File: src/rtl/cci_target.sv
// CCI (I2C) target: matches a 7-bit device address, takes a 16-bit register pointer,
// auto-increments on writes and reads, and drives a simple register-file port.
module cci_target #(
  parameter logic [6:0] DEVICE_ADDRESS = 7'h10,
  parameter int         FILTER_LEN     = 3
) (
  input  logic        clk,
  input  logic        RST_N,
  input  logic        SCL_in,
  input  logic        SDA_in,
  output logic        SDA_oe,
  output logic [15:0] reg_addr,
  output logic        reg_wr_en,
  output logic [7:0]  reg_wr_data,
  output logic        reg_rd_en,
  input  logic [7:0]  reg_rd_data,
  output logic        busy
);

  localparam int CW = $clog2(FILTER_LEN + 1);

  typedef enum logic [2:0] {
    IDLE, DEV_ADDR, IGNORE, REG_HI, REG_LO, WR_DATA, RD_DATA
  } state_t;

  logic [1:0]    scl_sync, sda_sync;
  logic [CW-1:0] scl_cnt, sda_cnt;
  logic          scl_f, sda_f, scl_d, sda_d;

  // A level change is accepted only after FILTER_LEN consecutive differing samples.
  always_ff @(posedge clk or negedge RST_N) begin
    if (!RST_N) begin
      scl_sync <= 2'b11;
      sda_sync <= 2'b11;
      scl_cnt  <= '0;
      sda_cnt  <= '0;
      scl_f    <= 1'b1;
      sda_f    <= 1'b1;
      scl_d    <= 1'b1;
      sda_d    <= 1'b1;
    end else begin
      scl_sync <= {scl_sync[0], SCL_in};
      sda_sync <= {sda_sync[0], SDA_in};
      if (scl_sync[1] == scl_f) begin
        scl_cnt <= '0;
      end else if (scl_cnt == CW'(FILTER_LEN - 1)) begin
        scl_f   <= scl_sync[1];
        scl_cnt <= '0;
      end else begin
        scl_cnt <= scl_cnt + 1'b1;
      end
      if (sda_sync[1] == sda_f) begin
        sda_cnt <= '0;
      end else if (sda_cnt == CW'(FILTER_LEN - 1)) begin
        sda_f   <= sda_sync[1];
        sda_cnt <= '0;
      end else begin
        sda_cnt <= sda_cnt + 1'b1;
      end
      scl_d <= scl_f;
      sda_d <= sda_f;
    end
  end

  logic scl_rise, scl_fall, start_cond, stop_cond;
  // SCL must be steady high across the SDA edge, so a joint change counts as data.
  assign scl_rise   = scl_f & ~scl_d;
  assign scl_fall   = ~scl_f & scl_d;
  assign start_cond = scl_f & scl_d & sda_d & ~sda_f;
  assign stop_cond  = scl_f & scl_d & ~sda_d & sda_f;

  state_t      state;
  logic [3:0]  bit_cnt;
  logic [6:0]  shreg;
  logic [7:0]  rx_byte;
  logic [7:0]  tx;
  logic [15:0] ptr;
  logic [7:0]  ptr_hi;
  logic        ack_req;
  logic        rd_latch;

  assign rx_byte = {shreg, sda_f};

  // bit_cnt 0..7 data bits, 8 = waiting for the ACK-slot fall, 9 = in ACK slot, 10 = after 9th rise.
  always_ff @(posedge clk or negedge RST_N) begin
    if (!RST_N) begin
      state       <= IDLE;
      bit_cnt     <= '0;
      shreg       <= '0;
      tx          <= '0;
      ptr         <= '0;
      ptr_hi      <= '0;
      ack_req     <= 1'b0;
      rd_latch    <= 1'b0;
      SDA_oe      <= 1'b0;
      busy        <= 1'b0;
      reg_addr    <= '0;
      reg_wr_en   <= 1'b0;
      reg_wr_data <= '0;
      reg_rd_en   <= 1'b0;
    end else begin
      reg_wr_en <= 1'b0;
      reg_rd_en <= 1'b0;
      rd_latch  <= reg_rd_en;
      if (rd_latch) tx <= reg_rd_data;

      if (stop_cond) begin
        state   <= IDLE;
        SDA_oe  <= 1'b0;
        busy    <= 1'b0;
        bit_cnt <= '0;
        ack_req <= 1'b0;
      end else if (start_cond) begin
        state   <= DEV_ADDR;
        SDA_oe  <= 1'b0;
        bit_cnt <= '0;
        ack_req <= 1'b0;
      end else if (state != IDLE && state != IGNORE) begin
        if (scl_rise) begin
          if (bit_cnt < 4'd8) begin
            bit_cnt <= bit_cnt + 4'd1;
            if (state != RD_DATA) shreg <= rx_byte[6:0];
            if (bit_cnt == 4'd7) begin
              case (state)
                DEV_ADDR: begin
                  if (rx_byte[7:1] == DEVICE_ADDRESS) begin
                    ack_req <= 1'b1;
                    busy    <= 1'b1;
                    if (rx_byte[0]) begin
                      state     <= RD_DATA;
                      reg_rd_en <= 1'b1;
                      reg_addr  <= ptr;
                    end else begin
                      state <= REG_HI;
                    end
                  end else begin
                    state   <= IGNORE;
                    busy    <= 1'b0;
                    bit_cnt <= '0;
                  end
                end
                REG_HI: begin
                  ptr_hi  <= rx_byte;
                  ack_req <= 1'b1;
                  state   <= REG_LO;
                end
                REG_LO: begin
                  ptr     <= {ptr_hi, rx_byte};
                  ack_req <= 1'b1;
                  state   <= WR_DATA;
                end
                WR_DATA: begin
                  reg_wr_en   <= 1'b1;
                  reg_addr    <= ptr;
                  reg_wr_data <= rx_byte;
                  ptr         <= ptr + 16'd1;
                  ack_req     <= 1'b1;
                end
                default: ;
              endcase
            end
          end else if (bit_cnt == 4'd9) begin
            if (state == RD_DATA && !ack_req) begin
              if (!sda_f) begin
                ptr       <= ptr + 16'd1;
                reg_addr  <= ptr + 16'd1;
                reg_rd_en <= 1'b1;
                bit_cnt   <= 4'd10;
              end else begin
                state   <= IGNORE;
                bit_cnt <= '0;
              end
            end else begin
              bit_cnt <= 4'd10;
            end
          end
        end else if (scl_fall) begin
          if (bit_cnt == 4'd8) begin
            SDA_oe  <= ack_req;
            bit_cnt <= 4'd9;
          end else if (bit_cnt == 4'd10) begin
            bit_cnt <= '0;
            ack_req <= 1'b0;
            if (state == RD_DATA) begin
              SDA_oe <= ~tx[7];
              tx     <= {tx[6:0], 1'b0};
            end else begin
              SDA_oe <= 1'b0;
            end
          end else if (state == RD_DATA && bit_cnt != 4'd0) begin
            SDA_oe <= ~tx[7];
            tx     <= {tx[6:0], 1'b0};
          end
        end
      end
    end
  end

endmodule

File: config.mk
export PLATFORM = sky130hd
export DESIGN_NAME = cci_target
export DESIGN_NICKNAME = d
export VERILOG_FILES = /design/src/rtl/cci_target.sv
export SDC_FILE = /design/constraint.sdc
export NUM_CORES = 1
export LEC_CHECK = 0
export ABC_AREA = 1
export CORE_MARGIN = 2
export CORE_UTILIZATION = 51
export DETAILED_ROUTE_END_ITERATION = 7
export GPL_ROUTABILITY_DRIVEN = 1
export PLACE_DENSITY = 0.74
export SLEW_MARGIN = 20
export SYNTH_ARGS = -nofsm -noshare
export SYNTH_HDL_FRONTEND = slang
export SYNTH_SLANG_ARGS = --single-unit
export TNS_END_PERCENT = 20
File: constraint.sdc
create_clock -name clk -period 1.7 [get_ports clk]
set_input_delay 0.17 -clock clk [delete_from_list [all_inputs] [get_ports clk]]
set_output_delay 0.17 -clock clk [all_outputs]
set_load 0.1 [all_outputs]
After elaboration in Yosys (flattened, before gate mapping)
Cells that the tools add are included.

Multipliers: 0. Shift operators: 0. Reductions and logical operators: 36. Mux-type cells: 98. Bitwise gates (word level): 16. Eq/ne operators: 32. Order comparisons: 1. $add $sub $neg: 4. Div/mod/pow operators: 0.

Operators with widths (number): 16-bit 2-to-1 mux (9); 8-bit 2-to-1 mux (10); 16-bit one-hot mux with 2 select lines (2); 4-bit 2-to-1 mux (14); 1-bit 2-to-1 mux (46); 3-bit 2-to-1 mux (11); 4-bit nonzero test (6); 7-bit AND reduction (3); 16-bit by 1-bit adder with 16-bit output (second input constant) (1); 2-bit nonzero test (7); 4-bit == test (second input constant) (3); 6-bit AND reduction (2); 3-bit nonzero test (4); 11-bit AND reduction (1); 5-bit nonzero test (2); 3-bit == test (second input constant) (3); 3-bit by 1-bit != test with 1-bit output (second input constant) (3); 3-bit != test (second input constant) (3); 1-bit inverter (9); 3-bit one-hot mux with 3 select lines (1); 9-bit AND reduction (1); 2-bit 2-to-1 mux (4); 4-bit by 1-bit != test with 1-bit output (second input constant) (2); 4-bit AND reduction (2); 24 further kinds (38).

Input bits: 12. Memory bits (writable): 0. Register bits: 88. Word-level logic and storage cells: 209. Memory bits (read-only): 0. Bits in latches: 0. Memories: 0.

Logic depth before layout (Yosys ltp)
Gate-level depths: netlist (run 1).

Depth in word-level cells: 10. Mapped depth: 12.

Worst setup path before layout (run 1)
No wires, ideal clock.

Path kind: register to register. Start: reg scl_f. End: reg reg_addr[14]. Buffers on the path: 1. Clock period less this slack: 1.815 ns. Cell stages (with the launch flop): 10. Data arrival time: 1.695 ns. Setup slack: -0.115 ns. Cells stage by stage: dfstp_2 -> ha_1 -> inv_2 -> nor2_1 -> nand2_1 -> nor2_4 -> nand4_2 -> buf_2 -> nand2_1 -> nand2_1.

Word-level cells in the longest chain between the ends: 5. Elaborated cells between the ends (all ways): 9. Classes of those cells: bitwise: 8; reduce/logical: 1.

Ends and longest elaborated chain: start, declared (line 28) `logic scl_f, sda_f, scl_d, sda_d;`; start signal, assigned (line 47) `scl_f <= scl_sync[1];`; 1-bit bitwise AND (line 69, 70); 1-bit bitwise AND, on equally long branches (2 in series) (line 70, 69); 1-bit inverter (no line); 11-bit AND reduction (no line) *; end signal, assigned (line 132) `reg_addr <= ptr;`; end signal, assigned (line 154) `reg_addr <= ptr;`; end signal, assigned (line 166) `reg_addr <= ptr + 16'd1;`; end, declared (line 12) `output logic [15:0] reg_addr,`.

Every way passes the cells marked *; elsewhere a longest branch is shown, timed or not. A chain may end at the register's enable or synchronous reset.

Worst setup path after layout (run 1)
Start: reg scl_d. End: reg ack_req.

Word-level cells in the longest chain between the ends: 6. Elaborated cells between the ends (all ways): 21. Classes of those cells: eq/ne: 5; mux: 4; bitwise: 8; reduce/logical: 4.

Ends and longest elaborated chain: start, declared (line 28); start signal, assigned (line 60) `scl_d <= scl_f;`; parallel branches: the longest is 6 deep, another holds 8-bit AND reduction; end signal, assigned (line 112) `ack_req <= 1'b0;`; end signal, assigned (line 117) `ack_req <= 1'b0;`; end signal, assigned (line 127) `ack_req <= 1'b1;`; end, declared (line 79) `logic ack_req;`.

Parallel ways; which one is timed is not known. The select of a mux whose other input is x is not followed.

==> flow_summary.toml, run 1 <==
[outcome]
outcome = "complete, but fails checks"
violations = "setup timing"

[hold_path]
hold_class = "input port to register"
hp-start = "SDA_in"

[grt]
grt_use_total_pct = 24.2
globalRouteOverflowTotal = 0
grt_pass1_wl_um = 19500
globalRouteMet2Util_pct = 36.9
grt_pass1_vias = 4314
met1_usage_pct = 34.5
grt-busiest-layer = "met2"
grt_max_degree = 89
grt_use_met3_pct = 3.90
antenna_found_initial = 0

[pwr]
seqPwrFrac_pct = 34.8
switching_share_pct = 41.2
powerDensity_nw_per_um2 = 1200
power.share.clock_pct = 21.2
cellLeakagePower_nw = 3.01
p_comb_share_pct = 44.0
p_int_mw = 4.44
peakVddDrop_mv = 0.863
netSwitchingPower_mw = 3.12

[sta]
final_hold_viol_count = 0
finalSetupViolCount = 59
tightestPinTransition_ps = 490
fin_crit_ps = 1800
fin_setup_tns_ps = -2240
hold_ws_ps = 193
slew_headroom_pct = 67.3
grt_setup_unrepaired = "true"
setup_slack_ps = -104
clock_skew_ps = 16.6
finalCritPeriodShare_pct = 106
drv_slew = 0
fmax_mhz = 554

[floorplanning]
rows = 34
die-area_um2 = 9970
core_um2 = 8810
die_w_um = 99.9
io_pins = 40
start_util_pct = 53.2
die_h_um = 99.9

[synthesis]
synthDistinctLibCells = 34
ys_ff_latch = 88
syn_inst = 627
ys_seq_area_share_pct = 47.2
synth_area_um2 = 4690
synthFlopType = "dfrtp_1"
synthArstFlopShare_pct = 100
syn_avg_cell_area_um2 = 7.47
yosysWarnings = 0
synth_nets = 647
synth_edf_count = 0

[worst_setup_path]
cp_common_cell = "buf_6"
path_class = "register to register"
worst-path-buf-inv = 3
crit_required_ps = 2020
crit_fanout = 5
startpoint = "scl_d$_DFF_PN1_"
critPathLaunchType = "register"
crit_chain = "buf_6, ha_4, nand2_2, nor2_2, buf_6, nor2_4, buf_6, nand2_4, nand2_2, nor2_2, nand2_1, a21oi_2"
max_stage_delay_ps = 560
cp-end-kind = "register"
arrival_ps = 2120
regToRegSetupSlack_ps = -100
r2r-start = "scl_d$_DFF_PN1_"
critPathTopFamily = "flip-flops"
crit_slowest_cell = "dfstp_2"

[place]
place_congestion = 0.971
pre_cts_ws_ps = -147
hpwl_um = 7930
io_buffers = 39

[layout]
drive_gt1_share_pct = 27.9
fin_nets = 749
insertedDiodeCount = 0
area_growth_pct = 34.5

[routing]
first_iter_violations = 286
viasPerCell = 5.37
dr.pass1.iters = 5
ant_nets = 0
drc = 0
via_count = 4521
wl_per_cell_um = 14.3
wl_um = 12100

[clock_tree]
htree_num_levels = 3
cts_tree = "built"
cts_root_buffer = "clkbuf_8"
clock_latency_ps = 380
clk_pin_slew_ps = 110
clockBufferDepth = 2
cts.sinks = 88
cts_made_buffers = 9

[job]
maxCapViolations = 0
==> worst paths after layout <==
check / cells past startpoint / endpoint
min: 1 / sda_sync[0]$_DFF_PN1_
min reg2reg: 0 / scl_sync[1]$_DFF_PN1_
max reg2reg: 12 / ack_req$_DFFE_PN0P_
min in group asynchronous: 3 / bit_cnt[2]$_DFFE_PN0P_
max: 12 / ack_req$_DFFE_PN0P_
max in group asynchronous: 3 / state[2]$_DFFE_PN0P_
==> area by class of cell <==
type	instances	area (um^2)
clock buffers	9	124
clock inverters	7	92.6
fillers	688	2500
inverters	56	220
multi-input cells	465	2450
flip-flops and latches	88	2210
well taps	108	135
repair buffers	108	1060
repair inverters	1	7.51
==> cell usage in the layout (no fill, tap or decap), drive strengths merged <==
cell type / n
a21oi: 7
and2: 1
buf: 96
bufinv: 1
clkbuf: 10
clkdlybuf4s50: 10
clkinv: 1
clkinvlp: 1
dfrtp: 80
dfstp: 8
dlygate4sd3: 1
ha: 8
inv: 61
mux2i: 1
nand2: 228
nand3: 61
nand4: 5
nor2: 58
nor3: 9
nor3b: 1
o211ai: 1
o21ai: 73
o21bai: 2
o22ai: 1
or2: 3
xnor2: 2
xor2: 4
==> logic make-up (layout without fill, tap and decap cells) <==
logic type | after synthesis | count (layout) | share of synthesized area, %
xor+xnor | 6 | 6 | 1.12
buf+inv | 74 | 181 | 6.68
mux | 1 | 1 | 0.214
simple gates | 366 | 366 | 33.5
fa+ha+maj | 8 | 8 | 2.14
flops | 88 | 88 | 47.2
compound gates | 84 | 84 | 9.16
==> state kept, by name, indices dropped and copies added (netlist names) <==
signal / cells
reg_wr_en: 1
sda_d: 1
reg_addr: 16
scl_d: 1
scl_f: 1
scl_sync: 2
reg_rd_en: 1
ptr_hi: 8
shreg: 7
ptr: 16
reg_wr_data: 8
SDA_oe: 1
scl_cnt: 2
bit_cnt: 4
tx: 8
busy: 1
state: 3
sda_sync: 2
sda_f: 1
ack_req: 1
sda_cnt: 2
rd_latch: 1
==> synth_stat cells (3+ instances only) <==
master,count,area [um^2]
nand2_1,226,848
inv_2,6,22.5
ha_1,8,100
dfstp_2,8,210
xor2_1,4,35.0
inv_1,49,184
or2_2,3,18.8
buf_2,10,50.1
a21oi_1,7,35.0
nor3_1,8,40.0
nand3_2,3,30.0
nor2_4,5,56.3
nand4_1,4,25.0
nand3_1,58,290
o21ai_0,51,255
o21ai_1,22,110
dfrtp_1,80,2000
nor2_1,48,180
nor2_2,5,31.3
clkbuf_1,3,11.3
==> routing by layer <==
metal	vias up	wire, um
met2	167	5610
li1	2207	-
met4	0	286
met1	2114	5490
met5	-	0
met3	33	685
==> power groups by stage <==
stage / Sequential (mW) / Clock, mW / Combinational (mW)
after floorplan: 2.70 / 0 / 1.54
after global placement: 2.62 / 0 / 2.51
after detailed placement: 2.64 / 0 / 2.55
after CTS: 2.60 / 1.63 / 2.76
after global routing: 2.67 / 1.72 / 3.63
final: 2.63 / 1.60 / 3.33
==> through the flow <==
stage / instance area (um^2) / power, mW / utilization, % / instances
after detailed placement: 5600 / 5.19 / 63.6 / 807
final: 6300 / 7.56 / 71.6 / 842
after CTS: 5960 / 6.99 / 67.7 / 829
after floorplan: 4730 / 4.24 / - / 627
after global routing: 6300 / 8.01 / 71.6 / 842
after global placement: 5600 / 5.13 / 63.6 / 807
==> timing repair <==
item | CTS | global route
hold endpoints to repair | 80 | 0
pin swaps | 11 | 22
setup buffers | 4 | 12
hold buffers | 1 | 0
gates resized for setup | 23 | 72
cloned | 1 | 1
endpoints found under the setup margin | 71 | 74
Power figures use the tool's default switching activity.
==> inputs of run 2 (changes only) <==
--- a/config.mk
+++ b/config.mk
@@ -9,8 +9,10 @@
 export CORE_MARGIN = 2
 export CORE_UTILIZATION = 51
 export DETAILED_ROUTE_END_ITERATION = 7
+export DONT_BUFFER_PORTS = 1
 export GPL_ROUTABILITY_DRIVEN = 1
-export PLACE_DENSITY = 0.74
+export PLACE_DENSITY = 0.69
+export SETUP_SLACK_MARGIN = 0.5
 export SLEW_MARGIN = 20
 export SYNTH_ARGS = -nofsm -noshare
 export SYNTH_HDL_FRONTEND = slang
==> run 2 against run 1 <==
Effect of this change: the run ends with hold timing, setup timing left; clock skew down 2.7 ps; sequential share of layout area up 1.1 points; hold slack worse by 700 ps; count of clock-buffer cells in the layout up 2; die area unchanged; power down 0.44%; largest power group unchanged.
==> flow_summary.toml, run 2 (synthesis results as in run 1) <==
[outcome]
outcome = "complete, but fails checks"
violations = "hold timing, setup timing"

[sta]
finalSetupViolCount = 40
tightestPinTransition_ps = 407
grt_setup_unrepaired = "true"
finalCritPeriodShare_pct = 105
drv_slew = 0
fin_crit_ps = 1780
setup_slack_ps = -80.6
final_hold_viol_count = 88
fmax_mhz = 562
hold_ws_ps = -506
clock_skew_ps = 13.9
slew_headroom_pct = 72.8

[grt]
grt_max_degree = 89
globalRouteOverflowTotal = 0
grt_use_total_pct = 23.9
grt_pass1_vias = 4160
grt_pass1_wl_um = 19200
antenna_found_initial = 0

[routing]
drc = 0
wl_per_cell_um = 14.4
viasPerCell = 5.35
dr.pass1.iters = 5
wl_um = 11800
ant_nets = 0
via_count = 4399
first_iter_violations = 269

[floorplanning]
die-area_um2 = 9970
rows = 34
die_h_um = 99.9
start_util_pct = 53.2
core_um2 = 8810
die_w_um = 99.9
io_pins = 40

[clock_tree]
clockBufferDepth = 2
htree_num_levels = 3
cts_root_buffer = "clkbuf_8"
clock_latency_ps = 360
postCtsHoldBufs = 3
clk_pin_slew_ps = 90
cts_tree = "built"
cts_made_buffers = 9
cts.sinks = 88

[pwr]
powerDensity_nw_per_um2 = 1230
peakVddDrop_mv = 0.843
cellLeakagePower_nw = 2.92
total_power_mw = 7.53

[job]
maxCapViolations = 0

[worst_setup_path]
arrival_ps = 2090
cp-end-kind = "register"
r2r-start = "scl_f$_DFFE_PN1P_"
path_class = "register to register"
crit_fanout = 8
crit_required_ps = 2010
rr_worst_depth = 10
regToRegSetupSlack_ps = -80
r2r_end = "reg_addr[15]$_DFFE_PN0P_"
critPathLaunchType = "register"

[place]
hpwl_um = 7850
io_buffers = 0
place_congestion = 0.934

[layout]
area_growth_pct = 30.3
drive_gt1_share_pct = 26.2
largestRegisters = "ptr x16, reg_addr x16"
postLayoutCoreUtil_pct = 69.3
final_cell_mix = "nand2_1, dfrtp_1, buf_4"
fin_nets = 729
insertedDiodeCount = 0
final_common_cell = "nand2_1"

[hold_path]
hold_class = "input port to async pin"
run 2: cell types whose count changed in the layout (fill, tap and decap cells not counted), moves of 5 or more:
| cell | before | now |
|---|---|---|
| o21ai_2 | 8 | 3 |
| o21ai_0 | 42 | 35 |
| nor2_1 | 35 | 41 |
| buf_12 | 14 | 3 |
| buf_4 | 75 | 61 |
| nand2_4 | 1 | 6 |
| buf_6 | 7 | 20 |
| nand2_1 | 211 | 204 |
| nor2_2 | 10 | 4 |
| clkdlybuf4s50_1 | 10 | 0 |
| o21ai_1 | 23 | 35 |
run 2: layout make-up:
cell class                 count  area (um^2)
timing repair buffer          88          798
fill                         686         2700
sequential                    88         2210
inverter                      56          216
tap                          108          135
clock buffer                  11          151
clock inverter                 5         87.6
multi-input combinational    466         2500
run 2: how the worst max path moves through the flow:
stage,startpoint,to,slack (ps),depth (start not counted)
CTS,scl_f$_DFFE_PN1P_,reg_wr_data[2]$_DFFE_PN0P_,-70,8
detailed placement,scl_f$_DFFE_PN1P_,bit_cnt[0]$_DFFE_PN0P_,-120,10
global route,scl_f$_DFFE_PN1P_,reg_addr[6]$_DFFE_PN0P_,-190,10
finish,scl_f$_DFFE_PN1P_,reg_addr[15]$_DFFE_PN0P_,-80,10
floorplan,scl_f$_DFFE_PN1P_,reg_wr_data[7]$_DFFE_PN0P_,30,9
global placement,scl_f$_DFFE_PN1P_,bit_cnt[3]$_DFFE_PN0P_,-40,10
run 2: layer usage:
metal | GRT usage (%) | vias up | wire length (um) | share of wire, %
met1 | 35.1 | 2056 | 5460 | 46
li1 | - | 2172 | - | -
met4 | 8.54 | 0 | 187 | 1.6
met2 | 36.5 | 154 | 5380 | 46
met3 | 3.48 | 17 | 777 | 6.6
met5 | 0 | - | 0 | 0
run 2: what timing repair did:
action                                  in CTS  in global routing
hold endpoints to repair                    91                 88
setup buffers                                2                  6
pin swaps                                   16                 15
endpoints found under the setup margin      84                 84
cloned                                       0                  3
resized for setup                           38                 60
run 2: worst max-delay path: stages (launching register included):
cell	delay, ps
dfstp_2	610
ha_4	170
inv_4	50
nor2_4	80
nand2_2	70
nor2_4	150
nand2_2	90
nor2_4	180
buf_12	150
nand3_1	100
nand2_1	80
run 2: per-stage QoR:
step	setup WS, ps	cells	setup TNS [ps]	cell area, um^2
6_report	-80.6	822	-1120	6110
5_1_grt	-188	822	-8310	6110
4_1_cts	-73.9	813	-1960	5830
3_5_place_dp	-124	792	-1230	5410
2_1_floorplan	27.7	627	0	4790
3_3_place_gp	-42.7	792	-198	5410
run 2: power breakdown:
group          internal [mW]  total [mW]  switching, mW  leakage (nW)
logic                   1.23        3.24           2.00          1.65
registers               2.38        2.60          0.219          1.15
clock network          0.921        1.69          0.769         0.118
==> inputs of run 3 (changes only) <==
--- a/config.mk
+++ b/config.mk
@@ -6,6 +6,7 @@
 export NUM_CORES = 1
 export LEC_CHECK = 0
 export ABC_AREA = 1
+export ABC_CLOCK_PERIOD_IN_PS = 1700
 export CORE_MARGIN = 2
 export CORE_UTILIZATION = 51
 export DETAILED_ROUTE_END_ITERATION = 7
==> results of run 3 <==
The final DEF is identical to that of run 2; final timing and power are the same.
